==> src/rtl/i2c_slave_pkg.sv <==
// Shared types for the I2C slave transaction sequencer.
// Optional build macro I2C_WRITE_ACK_EN adds the master-write (RX) states.
package i2c_slave_pkg;

    localparam int CNT_W_DEFAULT = 8;

    typedef enum logic [3:0] {
        ST_IDLE,
        ST_ADDR_RX,
        ST_ADDR_CHK,
        ST_ACK_ADDR,
        ST_NACK_ADDR,
        ST_LOAD,
        ST_TX,
        ST_M_ACK,
        ST_ACKED,
        ST_WAIT_STOP
`ifdef I2C_WRITE_ACK_EN
        ,
        ST_RX_DATA,
        ST_RX_ACK
`endif
    } state_t;

    typedef enum logic [1:0] {
        SDA_RELEASE = 2'b00,
        SDA_ACK     = 2'b01,
        SDA_NACK    = 2'b10,
        SDA_TX      = 2'b11
    } sda_mode_t;

    // Slave-driven ACK/NACK bits only take the line once the timer has flagged SCL low.
    function automatic sda_mode_t ackDrive(input logic seen, input sda_mode_t mode);
        return seen ? mode : SDA_RELEASE;
    endfunction

endpackage

==> src/rtl/i2c_slave_controller.sv <==
// Transaction-level Moore sequencer for the I2C slave; outputs decode registered state only.
// Build macro I2C_WRITE_ACK_EN enables ACKing master writes to the matching address.
module i2c_slave_controller
    import i2c_slave_pkg::*;
#(
    parameter int CNT_W = CNT_W_DEFAULT
) (
    input  logic             clk,
    input  logic             n_rst,
    input  logic             start_found,
    input  logic             stop_found,
    input  logic             byte_received,
    input  logic             ack_prep,
    input  logic             check_ack,
    input  logic             ack_done,
    input  logic             rw_mode,
    input  logic             address_match,
    input  logic             sda_in,
    input  logic             tx_fifo_empty,
    output logic             rx_enable,
    output logic             tx_enable,
    output logic             load_data,
    output logic             read_enable,
    output logic [1:0]       sda_mode,
    output logic             tx_underrun,
    output logic [CNT_W-1:0] byte_count
);

    localparam logic [CNT_W-1:0] CNT_ONE = {{(CNT_W-1){1'b0}}, 1'b1};
    localparam logic [CNT_W-1:0] CNT_MAX = '1;

    state_t           r_state;
    state_t           w_state_nxt;
    logic             r_ack_seen;
    logic             w_ack_seen_nxt;
    logic [CNT_W-1:0] r_count;
    logic [CNT_W-1:0] w_count_nxt;
    logic             r_fifo_empty;
`ifdef I2C_WRITE_ACK_EN
    logic             r_write;
    logic             w_write_nxt;
`endif

    always_ff @(posedge clk or negedge n_rst) begin
        if (!n_rst) begin
            r_state      <= ST_IDLE;
            r_ack_seen   <= 1'b0;
            r_count      <= '0;
            r_fifo_empty <= 1'b0;
`ifdef I2C_WRITE_ACK_EN
            r_write      <= 1'b0;
`endif
        end else begin
            r_state      <= w_state_nxt;
            r_ack_seen   <= w_ack_seen_nxt;
            r_count      <= w_count_nxt;
            r_fifo_empty <= tx_fifo_empty;
`ifdef I2C_WRITE_ACK_EN
            r_write      <= w_write_nxt;
`endif
        end
    end

    always_comb begin
        w_state_nxt    = r_state;
        w_ack_seen_nxt = r_ack_seen;
        w_count_nxt    = r_count;
`ifdef I2C_WRITE_ACK_EN
        w_write_nxt    = r_write;
`endif
        rx_enable      = 1'b0;
        tx_enable      = 1'b0;
        load_data      = 1'b0;
        read_enable    = 1'b0;
        tx_underrun    = 1'b0;
        sda_mode       = SDA_RELEASE;
        byte_count     = r_count;

        case (r_state)
            ST_IDLE: begin
                if (start_found) w_state_nxt = ST_ADDR_RX;
            end
            ST_ADDR_RX: begin
                rx_enable = 1'b1;
                if (byte_received) w_state_nxt = ST_ADDR_CHK;
            end
            ST_ADDR_CHK: begin
`ifdef I2C_WRITE_ACK_EN
                w_write_nxt = !rw_mode;
                w_state_nxt = address_match ? ST_ACK_ADDR : ST_NACK_ADDR;
`else
                w_state_nxt = (address_match && rw_mode) ? ST_ACK_ADDR : ST_NACK_ADDR;
`endif
            end
            ST_ACK_ADDR: begin
                sda_mode = ackDrive(r_ack_seen, SDA_ACK);
                if (ack_prep) w_ack_seen_nxt = 1'b1;
`ifdef I2C_WRITE_ACK_EN
                if (ack_done) w_state_nxt = r_write ? ST_RX_DATA : ST_LOAD;
`else
                if (ack_done) w_state_nxt = ST_LOAD;
`endif
            end
            ST_NACK_ADDR: begin
                sda_mode = ackDrive(r_ack_seen, SDA_NACK);
                if (ack_prep) w_ack_seen_nxt = 1'b1;
                if (ack_done) w_state_nxt = ST_WAIT_STOP;
            end
            // FIFO status is taken from the previous cycle so no input reaches an output.
            ST_LOAD: begin
                load_data   = 1'b1;
                read_enable = !r_fifo_empty;
                tx_underrun = r_fifo_empty;
                w_state_nxt = ST_TX;
            end
            ST_TX: begin
                sda_mode  = SDA_TX;
                tx_enable = 1'b1;
                if (byte_received) begin
                    w_state_nxt = ST_M_ACK;
                    if (r_count != CNT_MAX) w_count_nxt = r_count + CNT_ONE;
                end
            end
            ST_M_ACK: begin
                if (check_ack) w_state_nxt = sda_in ? ST_WAIT_STOP : ST_ACKED;
            end
            ST_ACKED: begin
                if (ack_done) w_state_nxt = ST_LOAD;
            end
            ST_WAIT_STOP: begin
                w_state_nxt = ST_WAIT_STOP;
            end
`ifdef I2C_WRITE_ACK_EN
            ST_RX_DATA: begin
                rx_enable = 1'b1;
                if (byte_received) begin
                    w_state_nxt = ST_RX_ACK;
                    if (r_count != CNT_MAX) w_count_nxt = r_count + CNT_ONE;
                end
            end
            ST_RX_ACK: begin
                sda_mode = ackDrive(r_ack_seen, SDA_ACK);
                if (ack_prep) w_ack_seen_nxt = 1'b1;
                if (ack_done) w_state_nxt = ST_RX_DATA;
            end
`endif
            default: begin
                w_state_nxt = ST_IDLE;
            end
        endcase

        // Bus conditions override everything; STOP has priority over a coincident START.
        if (start_found) begin
            w_state_nxt = ST_ADDR_RX;
            w_count_nxt = '0;
        end
        if (stop_found) begin
            w_state_nxt = ST_IDLE;
            w_count_nxt = '0;
        end
        if (w_state_nxt != r_state) w_ack_seen_nxt = 1'b0;
    end

endmodule

==> config.mk <==
export PLATFORM = sky130hd
export DESIGN_NAME = i2c_slave_controller
export DESIGN_NICKNAME = d
export VERILOG_FILES = /design/src/rtl/i2c_slave_pkg.sv /design/src/rtl/i2c_slave_controller.sv
export SDC_FILE = /design/constraint.sdc
export NUM_CORES = 1
export LEC_CHECK = 0
export BUFFER_PORTS_ARGS = -buffer_cell sky130_fd_sc_hd__clkbuf_2
export CORE_UTILIZATION = 55
export CTS_CLUSTER_SIZE = 20
export DETAILED_ROUTE_END_ITERATION = 10
export HOLD_SLACK_MARGIN = 0.05
export PLACE_DENSITY = 0.83
export SYNTH_ARGS = -nofsm -noshare
export SYNTH_HDL_FRONTEND = slang
export SYNTH_SLANG_ARGS = --single-unit
export TNS_END_PERCENT = 1
==> constraint.sdc <==
create_clock -name clk -period 2.45 [get_ports clk]
set_input_delay 0.3675 -clock clk [delete_from_list [all_inputs] [get_ports clk]]
set_output_delay 0.3675 -clock clk [all_outputs]
set_load 0.05 [all_outputs]
==> impl_metrics.py, run 1 <==
metrics = {
    "floorplanning": {
        "initial_core_util_pct": 58.7,
        "die_y_um": 44.7,
        "row_count": 15,
        "die-area_um2": 2000,
        "ioPinCount": 27,
        "die_w_um": 44.7,
        "core_area_um2": 1710,
    },
    "routing": {
        "via_count": 953,
        "vias_per_cell": 5.81,
        "drt-wirelength-per-cell_um": 13.5,
        "drt_wl_total_um": 2220,
        "ant_nets": 0,
        "first_pass_iters": 4,
        "drt_iter0_drc": 18,
        "drc": 0,
    },
    "placed_design": {
        "dp_hpwl_um": 1610,
        "place_ws_ps": 422,
        "postPlaceCellArea_um2": 1120,
        "place_congestion": 0.816,
        "io_buffers": 26,
    },
    "synthesis": {
        "ys_ff_latch": 14,
        "synth_cells": 113,
        "yosys_warnings": 0,
        "ys_top_cells_by_area": "dfrtp_1, nor2_1, xnor2_1",
        "netlist-cell-type-count": 41,
        "synth_fp_nets": 126,
        "synth.avg_cell_area_um2": 8.87,
        "yosysSeqAreaShare_pct": 35.0,
        "netlist_area_um2": 1000,
        "synth-edff-count": 0,
        "synth.largest_area_cell": "dfrtp_1",
        "yosysTopAreaCellShare_pct": 35.0,
        "synth_async_sr_flop_share_pct": 100,
        "ys.flop_type": "dfrtp_1",
    },
    "global_route": {
        "grt-ovfl-total": 0,
        "grt_first_pass_wirelength_um": 3640,
        "grt_antenna_before_repair": 0,
        "grt_pass1_vias": 857,
        "grt_start_max_net_pins": 17,
        "grt_use_total_pct": 24.9,
    },
    "final_layout": {
        "layout-drive-gt1-share_pct": 29.5,
        "nets": 153,
        "n_fill_cell": 140,
        "multi_input_area_um2": 598,
        "antenna_cells": 0,
        "syn2layout_area_growth_pct": 16.5,
        "seq_area_um2": 350,
        "stdcell_area_um2": 1170,
    },
    "power_and_ir_drop": {
        "p_leak_uw": 0.000501,
        "pwr-share-clk_pct": 36.5,
        "swShare_pct": 25.6,
        "pwr-share-seq_pct": 52.1,
        "p_switching_uw": 119,
        "ir_drop_uv": 341,
        "p_int_uw": 345,
        "pwr_density_cell_nw_per_um2": 397,
        "p_comb_share_pct": 11.4,
    },
    "sta": {
        "tns_ps": 0,
        "layout_min_cycle_time_ps": 2070,
        "slew_violations": 0,
        "hold_violations": 0,
        "period_share_pct": 84.5,
        "maxClockFrequency_mhz": 483,
        "rsz0062_at_grt": "false",
        "setup-violations-final": 0,
        "worst_slack_ps": 381,
        "slew_headroom_pct": 66.5,
        "skew_ps": 4.40,
        "tightest_slew_ps": 503,
    },
    "clock_tree": {
        "clk_pin_slew_ps": 90,
        "cts_setup_buffers": 0,
        "cts_root_buf": "clkbuf_4",
        "cts_tree": "built",
        "htreeDepth": 1,
        "cts_sinks": 14,
        "cts_buffers": 3,
        "insertion_delay_ps": 280,
        "ctsResizeCount": 0,
        "clock_path_buffers": 2,
    },
    "status": {
        "status": "finished clean",
    },
    "setup_path": {
        "endpoint_kind": "register",
        "crit_fanout": 16,
        "cp.required_ps": 2650,
        "critical_path_arrival_ps": 2270,
        "start_kind": "register",
        "timing_worst_setup_path_type": "register to register",
    },
    "run": {
        "drv_cap": 0,
    },
    "hold_path": {
        "min_path_type": "input pin to register",
    },
}
critical path: stages (launching register included):
cell and delay, ps:
dfrtp_1 560, nor4b_1 480, nand3_1 180, a31oi_2 240, xnor2_1 160, nand3_1 110, nor4b_2 260
what timing repair did:
item | in CTS | in global routing
endpoints found under the setup margin | 0 | 0
endpoints found under the hold margin | 14 | 0
hold buffers | 1 | 0
Yosys cell counts (2+ instances only):
library cell,n
dfrtp_1,14
nor3_1,6
nor2b_1,3
xor2_1,4
a21oi_2,3
a31oi_1,2
nor2_1,16
and2b_1,3
nand3_1,7
o22ai_1,2
a21oi_1,2
inv_1,3
xnor2_1,5
nand4_1,3
nand2_1,10
o21ai_0,2
nor4b_2,2
buf_6,3
sequential cells by signal, indices dropped and copies added, names as in the netlist:
signal        cells
byte_count        8
r_state           4
r_ack_seen        1
r_fifo_empty      1
placed cells by master, fill, tap and decap left out, types with 2 or more instances in the layout:
master / Yosys / layout
xor2_1: 4 / 4
nand3_1: 7 / 7
nor4b_2: 2 / 2
inv_1: 3 / 3
nand2_1: 10 / 10
nor3_1: 6 / 6
a21oi_1: 2 / 2
clkbuf_4: 0 / 3
a31oi_1: 2 / 2
nor2b_1: 3 / 3
nand4_1: 3 / 3
o21ai_0: 2 / 2
nor2_1: 16 / 16
o22ai_1: 2 / 2
dfrtp_1: 14 / 14
xnor2_1: 5 / 5
a21oi_2: 3 / 3
and2b_1: 3 / 3
clkbuf_2: 0 / 26
area by class of cell:
class                      instances  area share [%]
inverter                           3           0.965
multi-input combinational         91            51.2
sequential                        14            30.0
tap                               25            2.68
clock buffer                       4            3.11
timing repair buffer              27            12.0
final timing paths:
check                                                from  cells past startpoint  slack [ps]                   endpoint
worst max register to register       r_state[0]$_DFF_PN0_                      6         380     r_ack_seen$_DFFE_PN0P_
worst min-delay path                        tx_fifo_empty                      1         190     r_fifo_empty$_DFF_PN0_
worst min register to register  byte_count[7]$_DFFE_PN0P_                      2         580  byte_count[7]$_DFFE_PN0P_
min in group asynchronous                           n_rst                      2         530  byte_count[5]$_DFFE_PN0P_
max in group asynchronous                           n_rst                      2        1660       r_state[1]$_DFF_PN0_
worst max-delay path                 r_state[0]$_DFF_PN0_                      6         380     r_ack_seen$_DFFE_PN0P_
through the flow:
step / hold slack [ps] / total power, uW / std cells / util [%]
detailed placement: 292 / 297 / 159 / 65.6
global placement: 281 / 296 / 159 / 65.6
floorplan: 71.9 / 276 / 113 / -
CTS: 183 / 466 / 164 / 68.4
global route: 177 / 481 / 164 / 68.4
finish: 191 / 464 / 164 / 68.4
routing by layer:
layer / vias up / global-route usage, % / part of all wire, %
met5: - / 0 / 0
met4: 0 / 8.48 / 1.1
met3: 6 / 6.12 / 6.0
met2: 38 / 39.7 / 51
met1: 454 / 33.2 / 42
li1: 455 / - / -
cells by family (layout without fill, tap and decap cells):
logic type	count (synthesis)	after routing	share of synthesized area, %
AOI/OAI and AO/OA	19	19	15.1
buffers and inverters	8	34	5.37
DFF	14	14	35.0
muxes	1	1	0.999
and+or+nand+nor	61	61	34.5
xor gates and xnor gates	9	9	7.86
adders and majority gates	1	1	1.25
power groups by stage:
stage / Sequential [uW] / Clock (uW) / Combinational, uW
final: 242 / 169 / 52.7
after detailed placement: 246 / 0 / 51.2
after global routing: 243 / 180 / 57.9
after CTS: 241 / 172 / 52.5
after floorplan: 241 / 0 / 34.9
after global placement: 246 / 0 / 50.0
No activity file was read; power rests on OpenSTA's default activity.
==> run 2: changes to the inputs <==
ABC_AREA = 1   (was unset)
CORE_UTILIZATION = 47   (was 55)
PLACE_DENSITY = 0.75   (was 0.83)
clock period = 1.8 ns   (was 2.45 ns; I/O delays follow)
==> run 2 against run 1 <==
- global-route usage is 2.9 points lower
- clock-buffer cell count is 1 lower
- core utilization is 4.4 points lower
- combinational power is 100% higher
- first-iteration DRC count is 67% higher
- clock skew is 1.2 ps higher
- critical path type is now register to output port
- largest power group unchanged
- highest routed layer unchanged
==> impl_metrics.py, run 2 <==
metrics = {
    "clock_tree": {
        "cts_setup_buffers": 0,
        "clock_path_buffers": 2,
        "cts_tree": "built",
        "cts_buffers": 3,
        "insertion_delay_ps": 280,
        "cts_root_buf": "clkbuf_4",
        "htreeDepth": 1,
        "cts_sinks": 14,
        "clk_pin_slew_ps": 80,
    },
    "synthesis": {
        "netlist-cell-type-count": 23,
        "synth_async_sr_flop_share_pct": 100,
        "ys.flop_type": "dfrtp_1",
        "ys_top_cells_by_area": "dfrtp_1, nand2_1, inv_1",
        "ys_ff_latch": 14,
        "synth-edff-count": 0,
        "yosysSeqAreaShare_pct": 32.9,
        "synth.avg_cell_area_um2": 6.52,
        "yosysMostFrequentCell": "nand2_1",
        "synth.largest_area_cell": "dfrtp_1",
        "netlist_area_um2": 1060,
        "yosysTopAreaCellShare_pct": 32.9,
        "synth_commonest_cells": "nand2_1, inv_1, nand3_1",
        "synth_fp_nets": 176,
        "synth_cells": 163,
        "yosys_warnings": 0,
    },
    "placed_design": {
        "dp_hpwl_um": 2010,
        "place_congestion": 0.890,
        "postPlaceCellArea_um2": 1240,
        "place_ws_ps": 224,
        "io_buffers": 26,
    },
    "routing": {
        "drc": 0,
        "drt-wirelength-per-cell_um": 11.5,
        "via_count": 1131,
        "drt_wl_total_um": 2550,
        "drt_iter0_drc": 30,
        "ant_nets": 0,
        "vias_per_cell": 5.09,
        "first_pass_iters": 6,
    },
    "final_layout": {
        "seq_area_um2": 354,
        "antenna_cells": 0,
        "layout_commonest_cell": "nand2_1",
        "stdcell_area_um2": 1310,
        "syn2layout_area_growth_pct": 22.8,
        "nets": 210,
        "layout-drive-gt1-share_pct": 27.2,
        "most-common-layout-cells": "nand2_1, inv_1, clkbuf_2",
        "largest_register_ffs": 8,
        "utilization_pct": 64.0,
        "n_fill_cell": 208,
        "multi_input_area_um2": 609,
    },
    "global_route": {
        "grt_pass1_vias": 1018,
        "grt-ovfl-total": 0,
        "grt_antenna_before_repair": 0,
        "grt_use_total_pct": 22.0,
        "grt_start_max_net_pins": 15,
        "grt_first_pass_wirelength_um": 4190,
    },
    "setup_path": {
        "timing_worst_setup_path_type": "register to output port",
        "critPathMaxStageDelay_ps": 450,
        "crit_fanout": 4,
        "critical_path_arrival_ps": 1460,
        "crit_path_top_delay_cell": "dfrtp_2",
        "endpoint_kind": "output port",
        "cp.required_ps": 1530,
        "crit_chain": "inv_2 > nand2_1 > nor2_2 > inv_1 > o21ai_2 > buf_6",
        "start_kind": "register",
    },
    "sta": {
        "tightest_slew_ps": 343,
        "skew_ps": 5.59,
        "worst_slack_ps": 70.0,
        "slew_violations": 0,
        "setup-violations-final": 0,
        "period_share_pct": 96.1,
        "hold_violations": 0,
        "layout_min_cycle_time_ps": 1730,
        "slew_headroom_pct": 77.1,
        "maxClockFrequency_mhz": 578,
        "holdWs_ps": 87.6,
    },
    "run": {
        "drv_cap": 0,
    },
    "power_and_ir_drop": {
        "power_uw": 610,
        "pwr_density_cell_nw_per_um2": 467,
        "p_leak_uw": 0.000785,
        "ir_drop_uv": 392,
    },
    "floorplanning": {
        "die_y_um": 49.6,
        "ioPinCount": 27,
        "initial_core_util_pct": 52.1,
        "die_w_um": 49.6,
        "row_count": 16,
        "core_area_um2": 2040,
        "die-area_um2": 2460,
    },
    "hold_path": {
        "min_path_type": "input pin to register",
    },
    "status": {
        "status": "finished clean",
    },
}
## run 2: changes by cell type after synthesis, moves of 5 or more
cell and change:
inv_1 +26, nand2_1 +34, nand3_1 +10, nor2_2 +5
nor3_1 -6, xnor2_1 -5
## run 2: worst max-delay path, delay by kind of cell (launching register included)
kind / cells / cell delay (ps)
AO/OA/AOI/OAI: 1 / 130
buffers and inverters: 3 / 340
flip-flops: 1 / 450
AND/OR/NAND/NOR: 2 / 260
## run 2: logic make-up (layout without fill, tap and decap cells)
kind of cell    Yosys count  after routing  share of synthesized area, %
simple gates             97             97                          43.9
compound gates           17             17                          9.06
fa+ha+maj                 1              1                          1.18
buf+inv                  32             64                          11.3
xor+xnor                  2              2                          1.65
flops                    14             14                          32.9
## run 2: cell type report
class	instances	area share, %
multi-input combinational	117	46.6
inverter	32	9.20
sequential	14	27.1
timing repair buffer	29	12.7
tap	27	2.59
clock buffer	3	1.72
## run 2: worst paths after layout
check / from / endpoint / slack (ps) / depth (start not counted)
worst min register to register: byte_count[4]$_DFFE_PN0P_ / byte_count[4]$_DFFE_PN0P_ / 550 / 2
worst max-delay path: r_state[3]$_DFF_PN0_ / sda_mode[1] / 70 / 6
worst min-delay path: tx_fifo_empty / r_fifo_empty$_DFF_PN0_ / 90 / 1
worst max register to register: r_state[1]$_DFF_PN0_ / r_ack_seen$_DFFE_PN0P_ / 160 / 11
min in group asynchronous: n_rst / byte_count[4]$_DFFE_PN0P_ / 410 / 2
max in group asynchronous: n_rst / r_state[1]$_DFF_PN0_ / 1110 / 2
## run 2: layer usage
layer	global-route usage, %	routed length (um)
met1	25.8	1100
met2	39.4	1280
met3	1.54	94
met4	11.9	76
met5	0	0
## run 2: stage by stage
| step | setup TNS, ps | std cells |
|---|---|---|
| after CTS | 0 | 222 |
| after floorplan | -31.1 | 163 |
| after detailed placement | 0 | 218 |
| final | 0 | 222 |
| after global placement | 0 | 218 |
| after global routing | -31.9 | 222 |
## run 2: repair_timing
item                                    CTS  global route
pin swaps                                 0             0
endpoints found under the hold margin    14             0
endpoints found under the setup margin    2             6
gates resized for setup                   4            13
hold buffers                              1             0
## run 2: power breakdown
group | total (uW) | switching (uW) | leakage [uW] | internal [uW]
clock | 175 | 97.2 | 0.0000138 | 77.7
combinational | 106 | 71.0 | 0.000584 | 35.0
sequential | 329 | 8.68 | 0.000186 | 320
==> run 3: changes to the inputs <==
CORE_UTILIZATION = 54   (was 47)
CTS_BUF_LIST = sky130_fd_sc_hd__clkbuf_4   (was unset)
PLACE_DENSITY = 0.81   (was 0.75)
clock period = 1.75 ns   (was 1.8 ns; I/O delays follow)
==> run 3 against run 2 <==
- die area fell by 12%
- sequential share of layout area fell by 1.3 points
- core utilization rose by 13 points
- first-iteration DRC count decreased by 6.7%
- cell count increased by 1.8%
- design area grew 5.4%
- via count increased by 4.0%
- worst hold slack better by 3.6 ps
- register-to-register slack worse by 60 ps
==> impl_metrics.py, run 3 (same netlist as run 2, synthesis figures left out) <==
metrics = {
    "floorplanning": {
        "ioPinCount": 27,
        "die-area_um2": 2150,
        "core_area_um2": 1780,
        "die_y_um": 46.4,
        "initial_core_util_pct": 59.6,
        "die_w_um": 46.4,
        "row_count": 15,
    },
    "setup_path": {
        "start_kind": "register",
        "critPathMaxStageDelay_ps": 480,
        "critical_path_arrival_ps": 1460,
        "r2r-start": "r_state[0]$_DFF_PN0_",
        "path_buf_inv": 3,
        "r2r_cells": 12,
        "crit_fanout": 6,
        "cp.required_ps": 1490,
        "crit_cells": 6,
        "timing_worst_setup_path_type": "register to output port",
        "cp-endpoint": "sda_mode[1]",
        "crit_path_top_delay_cell": "dfrtp_2",
        "ff2ff_setup_slack_ps": 100,
        "crit_chain": "nor2_4 > inv_2 > nor2_4 > inv_2 > o21ai_2 > buf_8",
        "critPathLaunch": "r_state[0]$_DFF_PN0_",
        "r2r_end": "r_ack_seen$_DFFE_PN0P_",
        "endpoint_kind": "output port",
        "cp_top_family": "flip-flops",
    },
    "placed_design": {
        "dp_hpwl_um": 1990,
        "place_ws_ps": 172,
        "io_buffers": 26,
        "place_congestion": 0.911,
    },
    "clock_tree": {
        "cts_sinks": 14,
        "cts_root_buf": "clkbuf_4",
        "cts_buffers": 3,
        "cts_tree": "built",
        "clk_pin_slew_ps": 90,
        "htreeDepth": 1,
        "insertion_delay_ps": 280,
        "clock_path_buffers": 2,
    },
    "final_layout": {
        "syn2layout_area_growth_pct": 29.4,
        "largest_register_ffs": 8,
        "layout_commonest_cell": "nand2_1",
        "n_fill_cell": 142,
        "nets": 215,
        "multi_input_area_um2": 624,
        "most-common-layout-cells": "nand2_1, inv_1, clkbuf_2",
        "layout-drive-gt1-share_pct": 32.8,
        "seq_area_um2": 355,
        "antenna_cells": 0,
    },
    "routing": {
        "first_pass_iters": 4,
        "drc": 0,
        "drt-wirelength-per-cell_um": 11.8,
        "drt_iter0_drc": 28,
        "drt_wl_total_um": 2670,
        "ant_nets": 0,
        "via_count": 1176,
        "vias_per_cell": 5.20,
    },
    "sta": {
        "tns_ps": 0,
        "layout_min_cycle_time_ps": 1720,
        "maxClockFrequency_mhz": 581,
        "worst_slack_ps": 27.7,
        "hold_violations": 0,
        "tightest_slew_ps": 353,
        "rsz0062_at_grt": "true",
        "skew_ps": 6.20,
        "slew_violations": 0,
        "setup-violations-final": 0,
        "slew_headroom_pct": 76.5,
        "period_share_pct": 98.4,
    },
    "power_and_ir_drop": {
        "p_comb_share_pct": 18.0,
        "ir_drop_uv": 360,
        "p_int_uw": 451,
        "pwr_density_cell_nw_per_um2": 463,
        "p_switching_uw": 185,
        "swShare_pct": 29.1,
        "p_leak_uw": 0.000812,
        "pwr-share-seq_pct": 53.1,
        "pwr-share-clk_pct": 28.9,
    },
    "global_route": {
        "grt_start_max_net_pins": 15,
        "grt_first_pass_wirelength_um": 3950,
        "grt_antenna_before_repair": 0,
        "grt_use_total_pct": 26.1,
        "grt_pass1_vias": 980,
        "grt-ovfl-total": 0,
    },
    "run": {
        "drv_cap": 0,
    },
    "hold_path": {
        "min_path_type": "input pin to register",
    },
    "status": {
        "status": "finished clean",
    },
}
[run 3: cell type report]
class | count | area share, %
flip-flops and latches | 14 | 25.8
multi-input cells | 117 | 45.4
repair buffers | 34 | 15.9
clock buffers | 3 | 1.64
inverters | 32 | 8.73
well taps | 25 | 2.27
clock inverters | 1 | 0.273
[run 3: what timing repair did]
item / in CTS / in global routing
resized for setup: 10 / 19
buffers inserted: 0 / 5
endpoints found under the hold margin: 14 / 0
pin swaps: 0 / 4
setup endpoints to repair: 5 / 7
hold buffers: 1 / 0
[run 3: metal layers]
layer | up-vias | part of all wire (%) | global-route usage (%)
met3 | 8 | 3.0 | 2.75
met5 | - | 0 | 0
li1 | 595 | - | -
met1 | 539 | 41 | 27.8
met2 | 34 | 53 | 49.4
met4 | 0 | 2.4 | 12.9
[run 3: worst min-delay path by stage]
stage / from / slack, ps / to / cells past startpoint
2_1_floorplan: n_rst / -30 / byte_count[0]$_DFFE_PN0P_ / 0
6_report: tx_fifo_empty / 90 / r_fifo_empty$_DFF_PN0_ / 1
4_1_cts: tx_fifo_empty / 80 / r_fifo_empty$_DFF_PN0_ / 1
5_1_grt: tx_fifo_empty / 80 / r_fifo_empty$_DFF_PN0_ / 1
3_3_place_gp: n_rst / 180 / byte_count[3]$_DFFE_PN0P_ / 1
3_5_place_dp: n_rst / 180 / byte_count[3]$_DFFE_PN0P_ / 1
[run 3: through the flow]
stage | hold WS, ps | std cells | power [uW] | area, um2 | util (%)
global route | 77.2 | 226 | 670 | 1380 | 77.2
floorplan | -33.1 | 163 | 407 | 1070 | -
detailed placement | 185 | 216 | 447 | 1240 | 69.8
finish | 91.2 | 226 | 637 | 1380 | 77.2
global placement | 180 | 216 | 443 | 1240 | 69.8
CTS | 83.8 | 221 | 633 | 1310 | 73.4
[run 3: power by group through the flow]
stage                     Clock, uW  Combinational (uW)  Sequential [uW]
after global placement            0                 101              343
after detailed placement          0                 103              343
after CTS                       189                 106              338
after floorplan                   0                58.5              348
after global routing            204                 127              338
final                           184                 115              338
